File: config.mk
export PLATFORM = sky130hd
export DESIGN_NAME = cmp_pipe
export DESIGN_NICKNAME = d
export VERILOG_FILES = /design/src/rtl/cmp_pipe.sv
export SDC_FILE = /design/constraint.sdc
export NUM_CORES = 1
export LEC_CHECK = 0
export BUFFER_PORTS_ARGS = -buffer_cell sky130_fd_sc_hd__buf_2
export CORE_MARGIN = 4
export CORE_UTILIZATION = 35
export CTS_BUF_LIST = sky130_fd_sc_hd__clkbuf_16
export DETAILED_ROUTE_END_ITERATION = 16
export PLACE_DENSITY = 0.75
export SETUP_SLACK_MARGIN = 0.5
export SLEW_MARGIN = 20
export SYNTH_ARGS = -nofsm -noshare
export SYNTH_HDL_FRONTEND = slang
export SYNTH_SLANG_ARGS = --single-unit
File: constraint.sdc
create_clock -name clk -period 4.9 [get_ports clk]
set_input_delay 0.98 -clock clk [delete_from_list [all_inputs] [get_ports clk]]
set_output_delay 0.98 -clock clk [all_outputs]
set_load 0.02 [all_outputs]
File: src/rtl/cmp_pipe.sv
// Pipelined RV32I branch / set-less-than comparator with valid/ready handshake,
// tag passthrough, flush, illegal-funct3 flagging and a saturating taken counter.
module cmp_pipe #(
  parameter int WIDTH  = 32,
  parameter int STAGES = 1,
  parameter int TAG_W  = 5,
  parameter int CNT_W  = 16
) (
  input  logic             clk,
  input  logic             rst,
  input  logic             flush,
  input  logic             clr_cnt,
  input  logic             in_valid,
  output logic             in_ready,
  input  logic [WIDTH-1:0] in_a,
  input  logic [WIDTH-1:0] in_b,
  input  logic [2:0]       in_funct3,
  input  logic             in_mode,
  input  logic [TAG_W-1:0] in_tag,
  output logic             out_valid,
  input  logic             out_ready,
  output logic             out_result,
  output logic             out_illegal,
  output logic [TAG_W-1:0] out_tag,
  output logic [CNT_W-1:0] taken_cnt
);

  typedef struct packed {
    logic             mode;
    logic             result;
    logic             illegal;
    logic [TAG_W-1:0] tag;
  } res_t;

  // Mode 0 decodes the branch funct3 space, mode 1 the SLT/SLTU space.
  function automatic res_t evaluate(
    input logic [WIDTH-1:0] a,
    input logic [WIDTH-1:0] b,
    input logic [2:0]       funct3,
    input logic             mode,
    input logic [TAG_W-1:0] tag
  );
    res_t r;
    logic eq, lt_s, lt_u;
    eq        = (a == b);
    lt_s      = ($signed(a) < $signed(b));
    lt_u      = (a < b);
    r.mode    = mode;
    r.tag     = tag;
    r.result  = 1'b0;
    r.illegal = 1'b0;
    if (!mode) begin
      case (funct3)
        3'b000:  r.result = eq;
        3'b001:  r.result = !eq;
        3'b100:  r.result = lt_s;
        3'b101:  r.result = !lt_s;
        3'b110:  r.result = lt_u;
        3'b111:  r.result = !lt_u;
        default: r.illegal = 1'b1;
      endcase
    end else begin
      case (funct3)
        3'b010:  r.result = lt_s;
        3'b011:  r.result = lt_u;
        default: r.illegal = 1'b1;
      endcase
    end
    return r;
  endfunction

  res_t feed;
  logic feed_valid;
  logic out_load;
  res_t out_q;

  // The output stage can take a new entry when empty or when its entry leaves.
  assign out_load = !out_valid || out_ready;

  generate
    if (STAGES == 1) begin : g_one
      assign in_ready   = out_load;
      assign feed_valid = in_valid;
      assign feed       = evaluate(in_a, in_b, in_funct3, in_mode, in_tag);
    end else begin : g_two
      logic             s1_valid;
      logic [WIDTH-1:0] s1_a;
      logic [WIDTH-1:0] s1_b;
      logic [2:0]       s1_funct3;
      logic             s1_mode;
      logic [TAG_W-1:0] s1_tag;

      // s1 advances exactly when it is valid and the output stage loads.
      assign in_ready   = !s1_valid || out_load;
      assign feed_valid = s1_valid;
      assign feed       = evaluate(s1_a, s1_b, s1_funct3, s1_mode, s1_tag);

      always_ff @(posedge clk or posedge rst) begin
        if (rst) begin
          s1_valid  <= 1'b0;
          s1_a      <= '0;
          s1_b      <= '0;
          s1_funct3 <= '0;
          s1_mode   <= 1'b0;
          s1_tag    <= '0;
        end else if (flush) begin
          s1_valid <= 1'b0;
        end else if (in_ready) begin
          s1_valid <= in_valid;
          if (in_valid) begin
            s1_a      <= in_a;
            s1_b      <= in_b;
            s1_funct3 <= in_funct3;
            s1_mode   <= in_mode;
            s1_tag    <= in_tag;
          end
        end
      end
    end
  endgenerate

  // NOTE: state registers use non-blocking assignments so every flop samples
  // pre-edge values; the payload is reset too so out_tag/out_result read 0.
  always_ff @(posedge clk or posedge rst) begin
    if (rst) begin
      out_valid <= 1'b0;
      out_q     <= '0;
    end else if (flush) begin
      out_valid <= 1'b0;
    end else if (out_load) begin
      out_valid <= feed_valid;
      if (feed_valid) out_q <= feed;
    end
  end

  assign out_result  = out_q.result;
  assign out_illegal = out_q.illegal;
  assign out_tag     = out_q.tag;

  logic taken;
  assign taken = out_valid && out_ready && !out_q.mode && out_q.result && !out_q.illegal;

  // Clear wins over a simultaneous increment; the counter sticks at all-ones.
  always_ff @(posedge clk or posedge rst) begin
    if (rst) begin
      taken_cnt <= '0;
    end else if (clr_cnt) begin
      taken_cnt <= '0;
    end else if (taken && (taken_cnt != '1)) begin
      taken_cnt <= taken_cnt + CNT_W'(1);
    end
  end

endmodule

**After elaboration in Yosys (flattened, before gate mapping)**

Index checks and enable logic that the tools add are counted.
Widths: inputs -> output; s select.

- Input port bits: 79
- Logic and storage cells: 46
- Bits in registers: 25
- Output and inout bits: 25

- Order comparisons: 2
- Bitwise logic cells: 1
- Muxes and demuxes: 9
- Reduce and logical (&&, ||, !) cells: 18
- Add/sub/neg operators: 1
- Equality and inequality tests: 9

Operator list:

| operator | number |
|---|---|
| $lt 32x32->1 | 2 |
| $eq 32x32->1 | 1 |
| $mux 16 | 2 |
| $add 16x1->16 const B | 1 |
| $ne 16x16->1 const B | 1 |
| $eq 3x3->1 const B | 4 |
| $eq 3x2->1 const B | 2 |
| $logic_not 1->1 | 6 |
| $pmux 1 s6 | 1 |
| $reduce_or 6->1 | 1 |
| $logic_and 1x1->1 | 5 |
| $mux 1 | 4 |
| $reduce_bool 2->1 | 2 |
| $eq 3x1->1 const B | 1 |
| $logic_not 3->1 | 1 |
| $reduce_and 3->1 | 1 |
| $mux 2 | 1 |
| $pmux 1 s2 | 1 |
| $reduce_or 2->1 | 1 |
| $logic_or 1x1->1 | 1 |
| $not 1->1 | 1 |

**Logic depth before layout (Yosys ltp)**

- Depth after elaboration: 7
- Depth in mapped cells: 10

**Least setup slack after synthesis**

No wires, ideal clock.

- Path kind: in2reg
- Start point: in in_b[31]
- End point: reg out_q (netlist bit out_result)
- Cell stages on the path: 10
- Arrival: 2.780 ns
- Library setup time: 0.145 ns
- Slack: 1.975 ns
- Path through: inv_1 -> ha_1 -> nand4_1 -> nor3_2 -> nand4_1 -> nor4_1 -> xnor2_1 -> nor3_1 -> o311ai_1 -> o221ai_1

- Word-level cells in the longest chain between the ends: 4

Ends and longest elaborated chain:

| what | line | text |
|---|---|---|
| from (decl) | 16 | `input logic [WIDTH-1:0] in_b,` |
| $lt 32x32->1, or another cell as far along | 47 | `lt_u = (a < b);` |
| $logic_not 1->1 (on tied branches) | 59, 55, 57 |  |
| $pmux 1 s6 | 53 | `case (funct3)` |
| $mux 2 (*) | 52 | `if (!mode) begin` |
| to (signal assigned) | 127 | `out_q <= '0;` |
| to (signal assigned) | 132 | `if (feed_valid) out_q <= feed;` |
| to (decl) | 75 | `res_t out_q;` |

Mark *: on every way between the ends. The rest lies on a longest branch, timed or not.
A chain may end at the register's enable or synchronous reset.

**Worst setup path in the final report**

Same ends and word-level chain as after synthesis.

==> results.txt <==
The synthesized area divided by synthesized cell count is slightly below 9 um^2. The total I/O pin count came out at 104. Using the TritonRoute via totals, the vias-per-cell ratio works out to approximately 4.7. The total of endpoints with negative setup slack in the final report came out at 0. For this design, the CTS-stage hold fixing added 0 buffers. The tightest hold path in the finished design has a slack of 0.5017 ns. The total negative slack for setup checks is 0 ns. Sorting the synthesized cells by area gives the leading types as sky130_fd_sc_hd__dfrtp_1, sky130_fd_sc_hd__ha_1, sky130_fd_sc_hd__inv_1, sky130_fd_sc_hd__nor2_1, sky130_fd_sc_hd__a21oi_1.

The first global-routing pass estimated between 8000 and 9000 um of wire. The TritonCTS clock tree is yes. Relative to the synthesized area, the layout overhead comes to 30.06%. Before antenna repair, the detailed router went through 4 iterations. The count of distinct cell types in the synthesized netlist came out at 40.

The required time of the worst setup path is 5.02 ns. The netlist area before placement came out at around 2100 um^2. The net count of the finished layout is 454.

The worst-case clock buffer depth is 2. In this run the worst hold path is classified as flop to flop. The average wire length per cell after detail routing is approximately 12 um. The share of synthesized registers carrying an async set or reset is 100.0%. The cell leakage power came out at between 1.5 and 2 nW. The detailed placement HPWL came out at 4314 um. The upper clock frequency limit is around 0.34 GHz. In the synthesized netlist the dominant register cell turns out to be sky130_fd_sc_hd__dfrtp_1. The maximum single-stage delay on the critical path is slightly below 0.4 ns. The run finished with clean final reports. The residual DRC count came out at 0. In the layout the commonest cells are sky130_fd_sc_hd__buf_2, sky130_fd_sc_hd__inv_1, sky130_fd_sc_hd__ha_1. The final antenna diode count is 0. The final setup slack of the worst path came out at roughly 1.9 ns. For the worst-skew pair, the clock arrives at the later sink with an insertion delay of about 0.25 ns. Walking the worst path, the cells encountered are buf_2 > inv_1 > ha_1 > nand4_1 > nor3_2 > nand4_1 > nor4_1 > xnor2_1 > nor3_1 > o311ai_1 > o221ai_1. The startpoint type of the worst setup path is a primary input. The total CTS buffers is 3.

The cell occurring most often along the worst timing path is sky130_fd_sc_hd__nand4_1. The pin slew with the least headroom to its limit came out at around 0.9 ns. After technology mapping, the gate count stands at 242.

From bottom edge to top edge, the die measures approximately 86 um. For this configuration, the core starts out at a cell density of a little over a third. Power spread over the standard cell area amounts to about 200 nW/um^2. The die outline area came out at around 7300 um^2. The number of flops mapped to enable cells by yosys is 0. Data on the critical path arrives at its endpoint at between 3 and 4 ns. The count of yosys warnings during synthesis came out at 0. The total power came out at between 0.5 and 0.6 mW. The post-CTS repair timing setup buffer count came out at 0. In this run the core area contains 28 standard-cell rows. The most common library cell in the layout ignoring fill and taps is sky130_fd_sc_hd__buf_2. At the end of the flow the core is filled with cells to about 47%. The synthesized flop and latch total is 25. The count of final max-slew check failures was 0. The largest net degree at the start of global routing came out at 26. The number of clock sinks seen by CTS came out at 25.

The worst setup path is of the primary input to flop kind. The worst setup skew after layout is about 0.0024 ns. The post-cts resize count is 0. In this run the horizontal extent of the chip is around 86 um. CTS built an H-tree with a depth of 1. The global-route total usage across every layer is between 10 and 15%. The proportion of netlist area held by the largest area contributor came out at 29.59%. The number of I/O port buffers is ~100.

The number of nets with antenna violations after detailed routing is 0. The number of design-rule violations left by the first detailed-router iteration came out at 29. The max capacitance violation total came out at 0. The fraction of layout instances using a drive strength above 1 is a little over a third. Setup repair after global routing left no endpoint under its margin. The hold violation total from the final report is 0. The smallest clock period supported by the final layout is computed as just under 3 ns.

The standard cell core area is about 5900 um^2. Across the VDD grid, the largest voltage drop is just over 0.0001 V. The placer's final routability congestion estimate came out at around 0.75.

Counting every net in the synthesized netlist gives around 350. The worst setup path is captured at a flop. The tree is rooted in a sky130_fd_sc_hd__clkbuf_16. The library cell contributing the largest single delay on the critical path is sky130_fd_sc_hd__nor4_1. The fraction of the yosys area taken by sequential cells came out at between 20% and 30%. The pre-CTS setup slack came out at 1.640 ns. The peak fanout along the critical path is 5. The portion of the clock cycle consumed by the worst path in the final layout came out at 60.67%.

The global route total overflow came out at 0. The via count of the first global-routing pass is 2095. Headroom to the max-slew limit came out at approximately two fifths. After filler insertion, the fill cell instance count of the layout stands at 586. The leading area contributor after synthesis is sky130_fd_sc_hd__dfrtp_1. Clock-pin slew was measured on the worst setup and hold paths at about 0.06 ns.

The number of vias in the routed layout is between 1500 and 2000. The number of antenna violations at the first check in global routing is 0. Summed over all layers, the routed wires come to roughly 4900 um.
cell families (layout without fill, tap and decap cells):
group	Yosys count	after routing	share of synthesized area (%)
xor gates and xnor gates	14	14	5.799
DFF	25	25	29.59
AOI/OAI and AO/OA	39	39	12.13
muxes	7	7	3.668
adders and majority gates	33	33	19.53
and+or+nand+nor	76	76	19.53
buffers and inverters	48	147	9.763
through the flow:
stage | instance area (um^2) | std cells
5_1_grt | 2750 | 416
3_5_place_dp | 2671 | 412
3_3_place_gp | 2671 | 412
6_report | 2750 | 416
4_1_cts | 2750 | 416
2_1_floorplan | 2115 | 242
Yosys cell counts (2+ instances only):
master and n:
sky130_fd_sc_hd__o311ai_1 2, sky130_fd_sc_hd__o21ai_0 7, sky130_fd_sc_hd__xnor2_1 6, sky130_fd_sc_hd__dfrtp_1 25, sky130_fd_sc_hd__nor4_1 2, sky130_fd_sc_hd__nor2b_1 2
sky130_fd_sc_hd__o21a_1 2, sky130_fd_sc_hd__nand3_1 7, sky130_fd_sc_hd__xor2_1 8, sky130_fd_sc_hd__nand4_1 10, sky130_fd_sc_hd__a21o_1 6, sky130_fd_sc_hd__nor2_1 21
sky130_fd_sc_hd__buf_4 7, sky130_fd_sc_hd__nor3_1 4, sky130_fd_sc_hd__or3_1 4, sky130_fd_sc_hd__inv_1 39, sky130_fd_sc_hd__nand2b_1 2, sky130_fd_sc_hd__mux2_2 6
sky130_fd_sc_hd__a21oi_1 15, sky130_fd_sc_hd__and3_4 2, sky130_fd_sc_hd__nand2_1 14, sky130_fd_sc_hd__ha_1 33
final cells by class:
type	instances	area (um^2)	share of cell area (%)
clock inverter	1	3.754	0.1365
sequential	25	625.6	22.75
clock buffer	3	75.07	2.730
timing repair buffer	104	523.0	19.02
inverter	39	146.4	5.323
multi-input combinational	169	1282	46.63
tap	75	93.84	3.412
critical path: cells and delay by family:
kind                       cells  cell delay [ns]
adders and majority gates      1             0.35
AOI/OAI and AO/OA              2             0.40
and+or+nand+nor                5             1.08
xor gates and xnor gates       1             0.16
buffers and inverters          2             0.11
registers in the layout (all words and copies together), names as in the netlist:
| name | cells |
|---|---|
| out_illegal | 1 |
| out_q | 1 |
| out_result | 1 |
| out_valid | 1 |
| taken_cnt | 16 |
| out_tag | 5 |
routing by layer:
metal | wire length, um | up-vias | share of wire (%) | global-route usage [%]
met1 | 2121 | 871 | 43 | 15.95
li1 | - | 1024 | - | -
met4 | 0 | 0 | 0 | 2.446
met3 | 432 | 0 | 8.7 | 2.978
met5 | 0 | - | 0 | 0
met2 | 2389 | 76 | 48 | 26.20
report_power, final:
part	internal [mW]	leakage (nW)	switching, mW
clock network	0.109	0.0423	0.0681
logic	0.0698	1.16	0.0768
registers	0.218	0.331	0.00667
path summary, 6_finish.rpt:
path	startpoint	to	slack [ns]	depth (start not counted)
worst min register to register	out_tag[0]	out_tag[0]	0.50	1
worst min-delay path	out_tag[0]	out_tag[0]	0.50	1
worst max register to register	taken_cnt[5]	taken_cnt[15]	2.77	7
worst max-delay path	in_b[31]	out_result	1.93	11
min in group asynchronous	rst	out_tag[1]	0.80	2
max in group asynchronous	rst	taken_cnt[10]	3.68	2
(Power assumes the default switching activity.)
